==> src/rtl/pipe_ctrl_pkg.sv <==
// Shared types and constants for the pipeline hazard sequencer.
package pipe_ctrl_pkg;

    typedef enum logic [1:0] {
        S_INIT     = 2'd0,
        S_RUN      = 2'd1,
        S_MEM_WAIT = 2'd2
    } state_t;

    localparam int MEM_TIMEOUT_DEF = 255;
    localparam int TMR_W_DEF       = 8;

    localparam logic [4:0] REG_ZERO = 5'd0;

    typedef struct packed {
        logic pc_en;
        logic ifid_en;
        logic ifid_flush;
        logic idex_en;
        logic idex_flush;
        logic exmem_en;
        logic memwb_bubble;
    } ctrl_t;

    // Field order: pc_en ifid_en ifid_flush idex_en idex_flush exmem_en memwb_bubble
    localparam ctrl_t CTRL_RESET  = 7'b0010101;
    localparam ctrl_t CTRL_NORM   = 7'b1101010;
    localparam ctrl_t CTRL_LU     = 7'b0001110;
    localparam ctrl_t CTRL_BRANCH = 7'b1111110;
    localparam ctrl_t CTRL_FREEZE = 7'b0000001;
    localparam ctrl_t CTRL_FORCED = 7'b1101011;

endpackage

==> src/rtl/mem_wait_timer.sv <==
// Counts cycles spent waiting on data memory; hit flags the timeout value.
module mem_wait_timer
    import pipe_ctrl_pkg::*;
#(
    parameter int MEM_TIMEOUT = MEM_TIMEOUT_DEF,
    parameter int TMR_W       = TMR_W_DEF
) (
    input  logic CLOCK,
    input  logic RESET_N,
    input  logic load,
    input  logic inc,
    output logic hit
);

    logic [TMR_W-1:0] timer;

    // Idle (neither load nor inc) returns the timer to zero.
    always_ff @(posedge CLOCK or negedge RESET_N) begin
        if (!RESET_N)
            timer <= '0;
        else if (load)
            timer <= TMR_W'(1);
        else if (inc)
            timer <= timer + 1'b1;
        else
            timer <= '0;
    end

    assign hit = (timer == TMR_W'(MEM_TIMEOUT));

endmodule

==> src/rtl/pipe_hazard_ctrl.sv <==
// Stall/flush sequencer for the 5-stage pipeline.
// Optional stall-cycle counter enabled by defining PIPE_STALL_CNT_EN.
module pipe_hazard_ctrl
    import pipe_ctrl_pkg::*;
#(
    parameter int MEM_TIMEOUT = MEM_TIMEOUT_DEF,
    parameter int TMR_W       = TMR_W_DEF
) (
    input  logic        CLOCK,
    input  logic        RESET_N,
    input  logic        IDEX_MemRead,
    input  logic [4:0]  IDEX_Rt,
    input  logic [4:0]  IFID_Rs,
    input  logic [4:0]  IFID_Rt,
    input  logic        BranchTaken,
    input  logic        MemReq,
    input  logic        MemReady,
    output logic        PC_EN,
    output logic        IFID_EN,
    output logic        IFID_FLUSH,
    output logic        IDEX_EN,
    output logic        IDEX_FLUSH,
    output logic        EXMEM_EN,
    output logic        MEMWB_BUBBLE,
    output logic        MemError,
    output logic [31:0] StallCycles
);

    state_t state, state_nxt;
    ctrl_t  ctrl, run_ctrl;
    logic   load_use, mem_stall;
    logic   tmr_load, tmr_inc, tmr_hit, set_err;

    assign load_use  = IDEX_MemRead && (IDEX_Rt != REG_ZERO) &&
                       ((IDEX_Rt == IFID_Rs) || (IDEX_Rt == IFID_Rt));
    assign mem_stall = MemReq && !MemReady;

    // Branch squashes the dependent instruction, so it outranks load-use.
    always_comb begin
        if (BranchTaken)
            run_ctrl = CTRL_BRANCH;
        else if (load_use)
            run_ctrl = CTRL_LU;
        else
            run_ctrl = CTRL_NORM;
    end

    always_comb begin
        ctrl      = CTRL_RESET;
        state_nxt = state;
        tmr_load  = 1'b0;
        tmr_inc   = 1'b0;
        set_err   = 1'b0;
        case (state)
            S_INIT: state_nxt = S_RUN;
            S_RUN: begin
                if (mem_stall) begin
                    ctrl      = CTRL_FREEZE;
                    state_nxt = S_MEM_WAIT;
                    tmr_load  = 1'b1;
                end else begin
                    ctrl = run_ctrl;
                end
            end
            S_MEM_WAIT: begin
                if (MemReady) begin
                    ctrl      = run_ctrl;
                    state_nxt = S_RUN;
                end else if (tmr_hit) begin
                    // Bubble keeps the failed load from writing back.
                    ctrl      = CTRL_FORCED;
                    state_nxt = S_RUN;
                    set_err   = 1'b1;
                end else begin
                    ctrl    = CTRL_FREEZE;
                    tmr_inc = 1'b1;
                end
            end
            default: state_nxt = S_INIT;
        endcase
    end

    always_ff @(posedge CLOCK or negedge RESET_N) begin
        if (!RESET_N) begin
            state    <= S_INIT;
            MemError <= 1'b0;
        end else begin
            state <= state_nxt;
            if (set_err)
                MemError <= 1'b1;
        end
    end

    mem_wait_timer #(
        .MEM_TIMEOUT (MEM_TIMEOUT),
        .TMR_W       (TMR_W)
    ) u_timer (
        .CLOCK   (CLOCK),
        .RESET_N (RESET_N),
        .load    (tmr_load),
        .inc     (tmr_inc),
        .hit     (tmr_hit)
    );

    assign PC_EN        = ctrl.pc_en;
    assign IFID_EN      = ctrl.ifid_en;
    assign IFID_FLUSH   = ctrl.ifid_flush;
    assign IDEX_EN      = ctrl.idex_en;
    assign IDEX_FLUSH   = ctrl.idex_flush;
    assign EXMEM_EN     = ctrl.exmem_en;
    assign MEMWB_BUBBLE = ctrl.memwb_bubble;

`ifdef PIPE_STALL_CNT_EN
    logic [31:0] stall_cnt;

    always_ff @(posedge CLOCK or negedge RESET_N) begin
        if (!RESET_N)
            stall_cnt <= '0;
        else if ((state != S_INIT) && !ctrl.pc_en && (stall_cnt != 32'hFFFF_FFFF))
            stall_cnt <= stall_cnt + 32'd1;
    end

    assign StallCycles = stall_cnt;
`else
    assign StallCycles = '0;
`endif

endmodule

==> config.mk <==
export PLATFORM = sky130hd
export DESIGN_NAME = pipe_hazard_ctrl
export DESIGN_NICKNAME = d
export VERILOG_FILES = /design/src/rtl/pipe_ctrl_pkg.sv /design/src/rtl/mem_wait_timer.sv /design/src/rtl/pipe_hazard_ctrl.sv
export SDC_FILE = /design/constraint.sdc
export NUM_CORES = 1
export LEC_CHECK = 0
export BUFFER_PORTS_ARGS = -buffer_cell sky130_fd_sc_hd__buf_4
export CORE_MARGIN = 2
export CORE_UTILIZATION = 39
export DETAILED_ROUTE_END_ITERATION = 7
export GPL_ROUTABILITY_DRIVEN = 0
export GPL_TIMING_DRIVEN = 0
export PLACE_DENSITY = 0.76
export SKIP_CTS_REPAIR_TIMING = 1
export SKIP_LAST_GASP = 1
export SLEW_MARGIN = 20
export SYNTH_ARGS = -nofsm -noshare
export SYNTH_HDL_FRONTEND = slang
export SYNTH_SLANG_ARGS = --single-unit
==> constraint.sdc <==
create_clock -name CLOCK -period 1.72 [get_ports CLOCK]
set_input_delay 0.344 -clock CLOCK [delete_from_list [all_inputs] [get_ports CLOCK]]
set_output_delay 0.344 -clock CLOCK [all_outputs]
set_load 0.005 [all_outputs]
### After elaboration in Yosys (flattened, before gate mapping)

Index checks and enable logic that the tools add are counted.

| operators by class | value |
|---|---|
| equal/unequal tests | 7 |
| add/sub/neg operators | 1 |
| reduce and logical (&&, ||, !) cells | 8 |
| muxes and demuxes | 20 |

Operator list:

| operator | number |
|---|---|
| $mux 7 | 5 |
| $mux 8 | 2 |
| $pmux 7 s2 | 1 |
| $eq 5x5->1 | 2 |
| $add 8x1->8 const B | 1 |
| $eq 8x8->1 const B | 1 |
| $mux 1 | 8 |
| $mux 2 | 3 |
| $pmux 2 s3 | 1 |
| $reduce_bool 5->1 | 1 |
| $logic_and 1x1->1 | 3 |
| $ne 3x3->1 const B | 1 |
| $eq 2x1->1 const B | 1 |
| $eq 2x2->1 const B | 1 |
| $logic_not 2->1 | 1 |
| $ne 2x2->1 const B | 1 |
| $reduce_and 2->1 | 1 |
| $logic_not 1->1 | 1 |
| $logic_or 1x1->1 | 1 |

| storage, ports and cells | value |
|---|---|
| logic and storage cells | 39 |
| bits in registers | 11 |
| output and inout port bits | 40 |
| input bits | 21 |

### Logic depth before layout (Yosys ltp)

Gate-level depths: netlist of run 1.

| depth | value |
|---|---|
| depth in word-level cells | 7 |
| mapped depth | 7 |
| gate-level depth less buffers | 6 |

### Cells and area by module

A second synthesis of run 1 with hierarchy kept.

| unflattened totals | value |
|---|---|
| cells, all modules | 126 |
| area, all modules | 1039.7 sq um |

By module, submodules not included:

| module | instances | cells each | area each (sq um) | seq. area each (sq um) |
|---|---|---|---|---|
| pipe_hazard_ctrl | 1 | 89 | 668.1 | 75.1 |
| mem_wait_timer | 1 | 37 | 371.6 | 200.2 |

### Least setup slack after synthesis of run 1

No wires, ideal clock.

| timing path | value |
|---|---|
| kind | input -> output |
| start | in IDEX_Rt[1] |
| end | out PC_EN |
| stages | 5 |
| slack | -197 ps |
| buffers on the path | 1 |
| required time | 1376 ps |
| arrival | 1573 ps |
| cells stage by stage | or4_1 o21a_1 nor3b_1 a211oi_2 buf_4 |

| on the way | value |
|---|---|
| longest elaborated chain between the ends | 7 |
| elaborated cells on any way between the ends | 11 |
| those cells by class | eq/ne: 2; mux: 5; reduce/logical: 4 |

Ends and longest elaborated chain:

| element | line | RTL |
|---|---|---|
| from (decl) | pipe_hazard_ctrl.sv:12 | `input logic [4:0] IDEX_Rt,` |
| $eq 5x5->1 or $reduce_bool 5->1 (tied branches) | pipe_hazard_ctrl.sv:35, pipe_hazard_ctrl.sv:34 |  |
| $logic_or 1x1->1 or $logic_and 1x1->1 (tied branches) | pipe_hazard_ctrl.sv:35, pipe_hazard_ctrl.sv:34 |  |
| $logic_and 1x1->1 * | pipe_hazard_ctrl.sv:34 | `assign load_use = IDEX_MemRead && (IDEX_Rt != REG_ZERO) &&` |
| $mux 7 * | pipe_hazard_ctrl.sv:42 | `else if (load_use)` |
| $mux 7 * | pipe_hazard_ctrl.sv:40 | `if (BranchTaken)` |
| $mux 7, on equally long branches | pipe_hazard_ctrl.sv:66, pipe_hazard_ctrl.sv:57 |  |
| $pmux 7 s2 * | pipe_hazard_ctrl.sv:54 | `case (state)` |
| to (decl) | pipe_hazard_ctrl.sv:18 | `output logic PC_EN,` |

Mark *: on every way between the ends. The rest lies on a longest branch, timed or not.

### Worst setup path after layout of run 1

| timing path | value |
|---|---|
| start | reg u_timer.timer[3] |
| end | out PC_EN |

| on the way | value |
|---|---|
| longest elaborated chain between the ends | 4 |

Ends and longest elaborated chain:

| element | line | RTL |
|---|---|---|
| from (decl) | mem_wait_timer.sv:15 | `logic [TMR_W-1:0] timer;` |
| from (signal assigned) | mem_wait_timer.sv:24 | `timer <= timer + 1'b1;` |
| $eq 8x8->1 | mem_wait_timer.sv:29 | `assign hit = (timer == TMR_W'(MEM_TIMEOUT));` |
| $mux 7 | pipe_hazard_ctrl.sv:69 | `end else if (tmr_hit) begin` |
| $mux 7 | pipe_hazard_ctrl.sv:66 | `if (MemReady) begin` |
| $pmux 7 s2 | pipe_hazard_ctrl.sv:54 |  |

Every way passes these cells.

==> results.sh, run 1 <==
export IMPL_synth_top_family_by_area="buffers and inverters"
export IMPL_synth_mux_area_share_pct=0.9627
export IMPL_cts_root_buf="clkbuf_4"
export IMPL_worst_setup_path_end_kind="primary output"
export IMPL_synth_seq_cells=11
export IMPL_clockBufferDepth=2
export IMPL_grt_max_degree=12
export IMPL_leakage_nw=0.8242
export IMPL_cts_sinks=11
export IMPL_clkPwrFrac_pct=12.3
export IMPL_fin_util_pct=64.41
export IMPL_rsz0062_at_grt="true"
export IMPL_row_count=18
export IMPL_synth_simple_area_share_pct=16.61
export IMPL_drt_iter0_markers=30
export IMPL_synth_fa_ha_area_share_pct=6.017
export IMPL_p_per_area_nw_per_um2=883.5
export IMPL_hold_viol_final=0
export IMPL_switching_share_pct=36.67
export IMPL_max_cap_viol_count=0
export IMPL_pwr_share_comb_pct=63.6
export IMPL_fin_crit_ns=2.191
export IMPL_cp_arrival_ns=1.85
export IMPL_synth_area_per_cell_um2=8.665
export IMPL_cts_buffers=3
export IMPL_wl_mm=2.277
export IMPL_power_internal_w=0.0009009
export IMPL_grt_pass1_wl_mm=3.298
export IMPL_path_class="register to primary output"
export IMPL_setup_ws_ns=-0.4711
export IMPL_routed_via_density=4.219
export IMPL_synth_xor_area_share_pct=13.48
export IMPL_die_h_um=55.64
export IMPL_first_pass_iters=4
export IMPL_status="finished, violations left"
export IMPL_timing_rr_start="u_timer.timer[3]"
export IMPL_synth_distinct_cells=29
export IMPL_reg2reg_slack_ns=0.14
export IMPL_nets=221
export IMPL_grt_pass1_vias=778
export IMPL_core_area_um2=2500
export IMPL_setup_viol=6
export IMPL_ant_nets=0
export IMPL_maxSlewViolCount=0
export IMPL_path_max_fanout=4
export IMPL_ir_drop_v=0.0006016
export IMPL_violations="setup timing"
export IMPL_seqPwrFrac_pct=24.1
export IMPL_start_util_pct=41.59
export IMPL_syn_to_final_growth_pct=54.87
export IMPL_num_antenna_cells=0
export IMPL_hpwl_mm=1.720
export IMPL_design_die_area_um2=3095
export IMPL_clkTransAtPathRegs_ns=0.06
export IMPL_portBuffers=28
export IMPL_die_x_um=55.64
export IMPL_syn_instance_count=120
export IMPL_io_pins=61
export IMPL_cts_tree="yes"
export IMPL_grt_total_usage_pct=13.28
export IMPL_cp_data_required_time_ns=1.38
export IMPL_layout_drive_gt1_share_pct=47.94
export IMPL_synth_warning_count=0
export IMPL_synth_area_um2=1040
export IMPL_final_common_cell="buf_4"
export IMPL_synth_compound_area_share_pct=9.747
export IMPL_fmax_mhz=456.4
export IMPL_final_cell_mix="buf_4 (71), conb_1 (32), xnor2_1 (13)"
export IMPL_fin_crit_sh_pct=127.4
export IMPL_fin_skew_ns=0.001120
export IMPL_p_sw_w=0.0005217
export IMPL_hold_ws_ns=0.4317
export IMPL_vias=945
export IMPL_routedWlPerCell_um=10.17
export IMPL_holdCritPathClass="input port to asynchronous set/reset pin"
export IMPL_antenna_found_initial=0
export IMPL_synth_seq_area_share_pct=26.47
export IMPL_worstSetupStartpointType="register"
export IMPL_regToRegEndpoint="u_timer.timer[7]"
export IMPL_post_route_drc_count=0
export IMPL_clkLatencyLatePin_ns=0.27
export IMPL_htreeDepth=1
export IMPL_r2r_cells=5
export IMPL_globalRouteOverflowTotal=0
## through the flow
stage	instances	TNS, ns	instance area (um^2)	setup slack, ns	power [W]
final	224	-2.097	1610	-0.4711	0.001423
after global routing	224	-2.705	1610	-0.5798	0.001531
after CTS	213	-2.922	1433	-0.5906	0.001234
after detailed placement	209	-1.324	1406	-0.4268	0.001056
after global placement	209	-1.042	1406	-0.4182	0.001027
after floorplan	151	-0.1727	1159	-0.1617	0.0007485
## cell type report
class	instances	area [um^2]
fill	219	889.6
multi-input combinational	101	691.9
timing repair buffer	39	299.0
sequential	11	279.0
buffer	34	255.2
tap	30	37.54
clock buffer	4	26.28
inverter	5	21.27
## registers in the layout (all words and copies together) (netlist names)
name and count:
state 2, MemError 1, u_timer.timer 8
## layer usage
| metal | vias to the layer above | GRT usage (%) | part of all wire (%) |
|---|---|---|---|
| li1 | 477 | - | - |
| met1 | 416 | 15.28 | 36 |
| met5 | - | 0 | 0 |
| met2 | 49 | 23.13 | 52 |
| met4 | 0 | 5.226 | 1.3 |
| met3 | 3 | 3.721 | 11 |
## worst max path at each step
stage	startpoint	endpoint	cells past startpoint
6_report	u_timer.timer[3]	PC_EN	6
5_1_grt	u_timer.timer[3]	PC_EN	6
3_3_place_gp	IDEX_Rt[1]	PC_EN	7
2_1_floorplan	IDEX_Rt[1]	PC_EN	5
3_5_place_dp	IDEX_Rt[1]	PC_EN	7
4_1_cts	u_timer.timer[0]	PC_EN	7
## Yosys cell counts, drive strengths merged
cell    number  area share, %
a21oi        4            1.9
conb         1           0.36
dfrtp       11             26
o21ai        6            2.9
or4          1           0.72
nand4        1           0.60
a21o         1           0.72
nor2b        2            1.2
nor2        10            3.6
nor3b        1           0.72
ha           5            6.0
nand2        3            1.1
nand3        7            3.4
a211oi       1            1.2
inv          5            1.8
a311o        1           0.96
mux2i        1           0.96
and2         1           0.60
nand2b       1           0.60
o21bai       1           0.72
and3         2            1.2
or2          1           0.60
o22ai        1           0.60
o21a         1           0.72
nor4b        1            2.3
xnor2       13             11
xor2         3            2.5
buf         34             25
## critical path, cell delays in order, from the launching register on
cell	delay, ns
dfrtp_1	0.40
nand4_1	0.24
nor4b_4	0.35
nor3b_2	0.09
a211oi_2	0.27
buf_4	0.15
buf_6	0.08
## power groups by stage
stage	clock (W)	combinational, W	sequential (W)
after floorplan	0	0.000432	0.000317
after global placement	0	0.000706	0.000321
after detailed placement	0	0.000732	0.000324
after CTS	0.000178	0.000737	0.000320
after global routing	0.000190	0.000992	0.000349
final	0.000175	0.000905	0.000342
## logic make-up after synthesis
kind of cell,Yosys count
other cells,1
mux,1
simple gates,31
compound gates,16
flops,11
xor+xnor,16
buf+inv,39
fa+ha+maj,5
Note: power is estimated with default switching activity, not from simulation.
==> inputs of run 2 (changes only) <==
==> constraint.sdc (replaced) <==
create_clock -name CLOCK -period 1.72 [get_ports CLOCK]
set_input_delay 0.086 -clock CLOCK [delete_from_list [all_inputs] [get_ports CLOCK]]
set_output_delay 0.086 -clock CLOCK [all_outputs]
set_load 0.005 [all_outputs]
==> run 2 against run 1 <==
Compared with the run above:
- critical path depth increased by 1
- combinational power rose by 14%
- setup slack improved by 0.24 ns
- critical endpoint unchanged
- via count increased by 3.1%
- the run still ends with setup timing left
==> results.sh, run 2 (synthesized netlist as in run 1, its figures left out) <==
export IMPL_path_class="register to primary output"
export IMPL_top_register="u_timer.timer"
export IMPL_max_cap_viol_count=0
export IMPL_first_pass_iters=4
export IMPL_hold_viol_final=0
export IMPL_post_route_drc_count=0
export IMPL_antenna_found_initial=0
export IMPL_fmax_mhz=513.3
export IMPL_nets=228
export IMPL_power_w=0.001553
export IMPL_clkLatencyLatePin_ns=0.26
export IMPL_tns_ns=-0.4836
export IMPL_r2r_cells=7
export IMPL_cts_tree="yes"
export IMPL_hold_ws_ns=0.1797
export IMPL_syn_to_final_growth_pct=63.54
export IMPL_reg2reg_slack_ns=0.18
export IMPL_violations="setup timing"
export IMPL_grt_total_usage_pct=13.46
export IMPL_largestRegisters="u_timer.timer x8, state x2, MemError x1"
export IMPL_hpwl_mm=1.712
export IMPL_fin_area_um2=1700
export IMPL_cp_data_required_time_ns=1.63
export IMPL_grt_max_degree=12
export IMPL_setup_ws_ns=-0.2283
export IMPL_seqPwrFrac_pct=22.4
export IMPL_place_area_um2=1404
export IMPL_design_die_area_um2=3095
export IMPL_cts_root_buf="clkbuf_4"
export IMPL_setup_viol=4
export IMPL_io_pins=61
export IMPL_fin_util_pct=68.02
export IMPL_row_count=18
export IMPL_cp_startpoint="u_timer.timer[1]"
export IMPL_vias=974
export IMPL_grt_pass1_wl_mm=3.456
export IMPL_wl_mm=2.380
export IMPL_globalRouteOverflowTotal=0
export IMPL_holdCritPathClass="input port to asynchronous set/reset pin"
export IMPL_fin_crit_sh_pct=113.3
export IMPL_die_x_um=55.64
export IMPL_clockBufferDepth=2
export IMPL_final_common_cell="buf_4"
export IMPL_cpMaxStageDelayCell="dfrtp_1"
export IMPL_maxSlewViolCount=0
export IMPL_core_area_um2=2500
export IMPL_power_internal_w=0.0009844
export IMPL_p_per_area_nw_per_um2=913.1
export IMPL_leakage_nw=0.8645
export IMPL_clkPwrFrac_pct=11.0
export IMPL_fin_crit_ns=1.948
export IMPL_crit_buf_inv=2
export IMPL_num_antenna_cells=0
export IMPL_rsz0062_at_grt="true"
export IMPL_cp_arrival_ns=1.86
export IMPL_fin_skew_ns=0.0008028
export IMPL_routed_via_density=4.216
export IMPL_worstSetupStartpointType="register"
export IMPL_path_cells="ha_4 > nand3_4 > nor4b_4 > nor3b_2 > a211oi_2 > buf_4 > buf_6"
export IMPL_worst_setup_path_end_kind="primary output"
export IMPL_timing_rr_start="state[0]"
export IMPL_path_max_fanout=3
export IMPL_clkTransAtPathRegs_ns=0.07
export IMPL_grt_pass1_vias=829
export IMPL_regToRegEndpoint="u_timer.timer[6]"
export IMPL_routedWlPerCell_um=10.30
export IMPL_switching_share_pct=36.60
export IMPL_ir_drop_v=0.0006584
export IMPL_cts_sinks=11
export IMPL_layout_drive_gt1_share_pct=51.74
export IMPL_drt_iter0_markers=25
export IMPL_portBuffers=28
export IMPL_pwr_share_comb_pct=66.6
export IMPL_die_h_um=55.64
export IMPL_htreeDepth=1
export IMPL_final_cell_mix="buf_4 (77), conb_1 (32), xnor2_1 (13)"
export IMPL_largest_reg_flops=8
export IMPL_p_sw_w=0.0005682
export IMPL_status="finished, violations left"
export IMPL_path_delay_family="simple AND/OR/NAND/NOR gates"
export IMPL_cts_buffers=3
export IMPL_ant_nets=0
export IMPL_start_util_pct=41.59
export IMPL_slowest_delay_ns=0.43
==> run 2: changes by cell type in the layout (fill, tap and decap cells not counted), sizes merged <==
cell    previous run  this run
buf               72        79
clkbuf             4         3
clkinv             0         1
==> run 2: stage by stage <==
stage / std cells / setup slack [ns]
after floorplan: 151 / 0.1713
after global placement: 209 / -0.02345
after detailed placement: 209 / -0.03304
after CTS: 213 / -0.3567
after global routing: 231 / -0.3516
final: 231 / -0.2283
==> run 2: worst max-delay path by stage <==
| stage | end | slack [ns] | depth (start not counted) |
|---|---|---|---|
| 5_1_grt | PC_EN | -0.35 | 7 |
| 6_report | PC_EN | -0.23 | 7 |
| 2_1_floorplan | PC_EN | 0.17 | 6 |
| 3_3_place_gp | PC_EN | -0.02 | 7 |
| 4_1_cts | PC_EN | -0.36 | 7 |
| 3_5_place_dp | PC_EN | -0.03 | 7 |
==> run 2: area by class of cell <==
class / instances / area, um^2
plain buffers: 34 / 255.2
clock buffers: 3 / 22.52
clock inverters: 1 / 5.005
fillers: 209 / 799.5
inverters: 5 / 21.27
multi-input cells: 101 / 724.4
flip-flops and latches: 11 / 279.0
well taps: 30 / 37.54
repair buffers: 46 / 355.3
==> run 2: power by group through the flow <==
stage / Clock, W / Sequential (W) / Combinational (W)
final: 0.000171 / 0.000347 / 0.00103
after global placement: 0 / 0.000320 / 0.000705
after CTS: 0.000182 / 0.000320 / 0.000727
after detailed placement: 0 / 0.000325 / 0.000725
after floorplan: 0 / 0.000316 / 0.000430
after global routing: 0.000189 / 0.000353 / 0.00113
==> run 2: per-layer routing <==
metal / part of all wire [%] / vias to the layer above / track usage (%)
met5: 0 / - / 0
met4: 0.38 / 0 / 4.878
met3: 8.9 / 2 / 3.721
met2: 54 / 40 / 23.98
met1: 37 / 438 / 15.24
li1: - / 494 / -
==> inputs of run 3 (changes only) <==
Settings changed: CORE_UTILIZATION 39 to 43, PLACE_DENSITY 0.76 to 0.79.
Clock period 1.72 ns to 2.1 ns, I/O delays scaled along.
==> run 3 against run 2 <==
Compared with the run above:
- the run now ends clean
- global-route usage increased by 0.45 points
- first-iteration DRC count decreased by 32%
- sequential cell count unchanged
- non-clock buffer count decreased by 16
- largest cell class unchanged
- largest power group unchanged
==> results.sh, run 3 (synthesized netlist as in run 1, its figures left out) <==
export IMPL_num_antenna_cells=0
export IMPL_vias=891
export IMPL_layout_drive_gt1_share_pct=38.92
export IMPL_fin_skew_ns=0.001123
export IMPL_fin_crit_ns=1.965
export IMPL_globalRouteOverflowTotal=0
export IMPL_p_per_area_nw_per_um2=695.1
export IMPL_dpl_cell_count=207
export IMPL_maxSlewViolCount=0
export IMPL_cp_data_required_time_ns=2.00
export IMPL_clkTransAtPathRegs_ns=0.06
export IMPL_cts_tree="yes"
export IMPL_setup_ws_ns=0.1352
export IMPL_multi_input_area_um2=619.3
export IMPL_setup_viol=0
export IMPL_worst_setup_path_end_kind="primary output"
export IMPL_row_count=17
export IMPL_core_area_um2=2255
export IMPL_die_h_um=53.18
export IMPL_htreeDepth=1
export IMPL_regArea_um2=275.3
export IMPL_start_util_pct=46.12
export IMPL_fin_crit_sh_pct=93.56
export IMPL_crit_buf_inv=2
export IMPL_grt_max_degree=12
export IMPL_busiest_layer="met2"
export IMPL_nets=212
export IMPL_portBuffers=28
export IMPL_syn_to_final_growth_pct=40.19
export IMPL_status="finished, final reports clean"
export IMPL_cpMaxStageDelayCell="dfrtp_1"
export IMPL_max_cap_viol_count=0
export IMPL_wl_mm=2.055
export IMPL_path_class="register to primary output"
export IMPL_rsz0062_at_grt="true"
export IMPL_worstSetupStartpointType="register"
export IMPL_io_pins=61
export IMPL_largestRegisters="u_timer.timer x8, state x2, MemError x1"
export IMPL_clockBufferDepth=2
export IMPL_grt_total_usage_pct=13.91
export IMPL_ant_nets=0
export IMPL_clkLatencyLatePin_ns=0.26
export IMPL_routedWlPerCell_um=9.648
export IMPL_nFillCells=198
export IMPL_final_common_cell="buf_4"
export IMPL_antenna_found_initial=0
export IMPL_routed_via_density=4.183
export IMPL_design_die_area_um2=2828
export IMPL_slowest_delay_ns=0.39
export IMPL_ir_drop_v=0.0004575
export IMPL_pre_cts_slack_ns=0.3453
export IMPL_reg2reg_slack_ns=0.60
export IMPL_path_cells="ha_2 > nand3_2 > nor4b_4 > nor3b_1 > a211oi_2 > buf_4 > buf_4"
export IMPL_die_x_um=53.18
export IMPL_fmax_mhz=509.0
export IMPL_largest_reg_flops=8
export IMPL_cts_sinks=11
export IMPL_crit_top_cell="buf_4"
export IMPL_cts_buffers=3
export IMPL_grtUsageMet2_pct=24.58
export IMPL_gr_usage_met1_pct=15.38
export IMPL_hpwl_mm=1.725
export IMPL_post_route_drc_count=0
export IMPL_grt_pass1_vias=705
export IMPL_path_delay_family="simple AND/OR/NAND/NOR gates"
export IMPL_holdCritPathClass="input port to asynchronous set/reset pin"
export IMPL_grt_pass1_wl_mm=2.877
export IMPL_first_pass_iters=4
export IMPL_leakage_nw=0.7694
export IMPL_cp_arrival_ns=1.86
export IMPL_top_register="u_timer.timer"
export IMPL_path_max_fanout=4
export IMPL_final_cell_count_no_fill=213
export IMPL_cts_root_buf="clkbuf_4"
export IMPL_hold_viol_final=0
export IMPL_final_cell_mix="buf_4 (63), conb_1 (32), xnor2_1 (13)"
export IMPL_drt_iter0_markers=17
export IMPL_grt_use_met3_pct=3.672
## run 3: cell count changes in the layout (fill, tap and decap cells not counted), moves of 2 or more
cell	delta
nor2_1	+2
inv_2	-2
ha_2	+3
buf_4	-14
o21ai_1	+3
ha_4	-4
dfrtp_2	-3
o21ai_4	-2
dfrtp_1	+3
buf_6	-2
inv_1	+3
## run 3: per-stage QoR
| stage | TNS [ns] | hold WS, ns | cell area [um^2] | util (%) | power (W) |
|---|---|---|---|---|---|
| 2_1_floorplan | 0 | -0.1906 | 1156 | - | 0.0006114 |
| 3_3_place_gp | 0 | -0.06026 | 1401 | 62.15 | 0.0008474 |
| 3_5_place_dp | 0 | -0.05595 | 1401 | 62.15 | 0.0008637 |
| 4_1_cts | 0 | -0.3429 | 1428 | 63.32 | 0.001004 |
| 5_1_grt | -0.005213 | 0.2005 | 1458 | 64.65 | 0.001107 |
| 6_report | 0 | 0.2014 | 1458 | 64.65 | 0.001013 |
## run 3: routing by layer
metal / up-vias / part of all wire, %
met3: 3 / 15
li1: 462 / -
met4: 0 / 1.5
met1: 376 / 35
met5: - / 0
met2: 50 / 48
## run 3: area by class of cell
type                    instances  share of cell area [%]
multi-input cells             101                   42.49
flip-flops and latches         11                   18.88
plain buffers                  34                   17.51
repair buffers                 30                   15.62
well taps                      28                   2.403
clock buffers                   4                   1.803
inverters                       5                   1.288
## run 3: where the power goes
group | internal [W] | switching, W | leakage (nW) | total [W]
Combinational | 0.000340 | 0.000275 | 0.604 | 0.000615
Sequential | 0.000236 | 0.0000242 | 0.150 | 0.000261
Clock | 0.0000735 | 0.0000639 | 0.0150 | 0.000137
## run 3: worst paths after layout
check	start	endpoint	cells past startpoint
worst max-delay path	u_timer.timer[0]	PC_EN	7
worst min-delay path	RESET_N	u_timer.timer[2]	2
max in group asynchronous	RESET_N	u_timer.timer[0]	2
worst max register to register	u_timer.timer[0]	u_timer.timer[4]	5
min in group CLOCK	MemReady	u_timer.timer[0]	4
worst min register to register	MemError	MemError	1
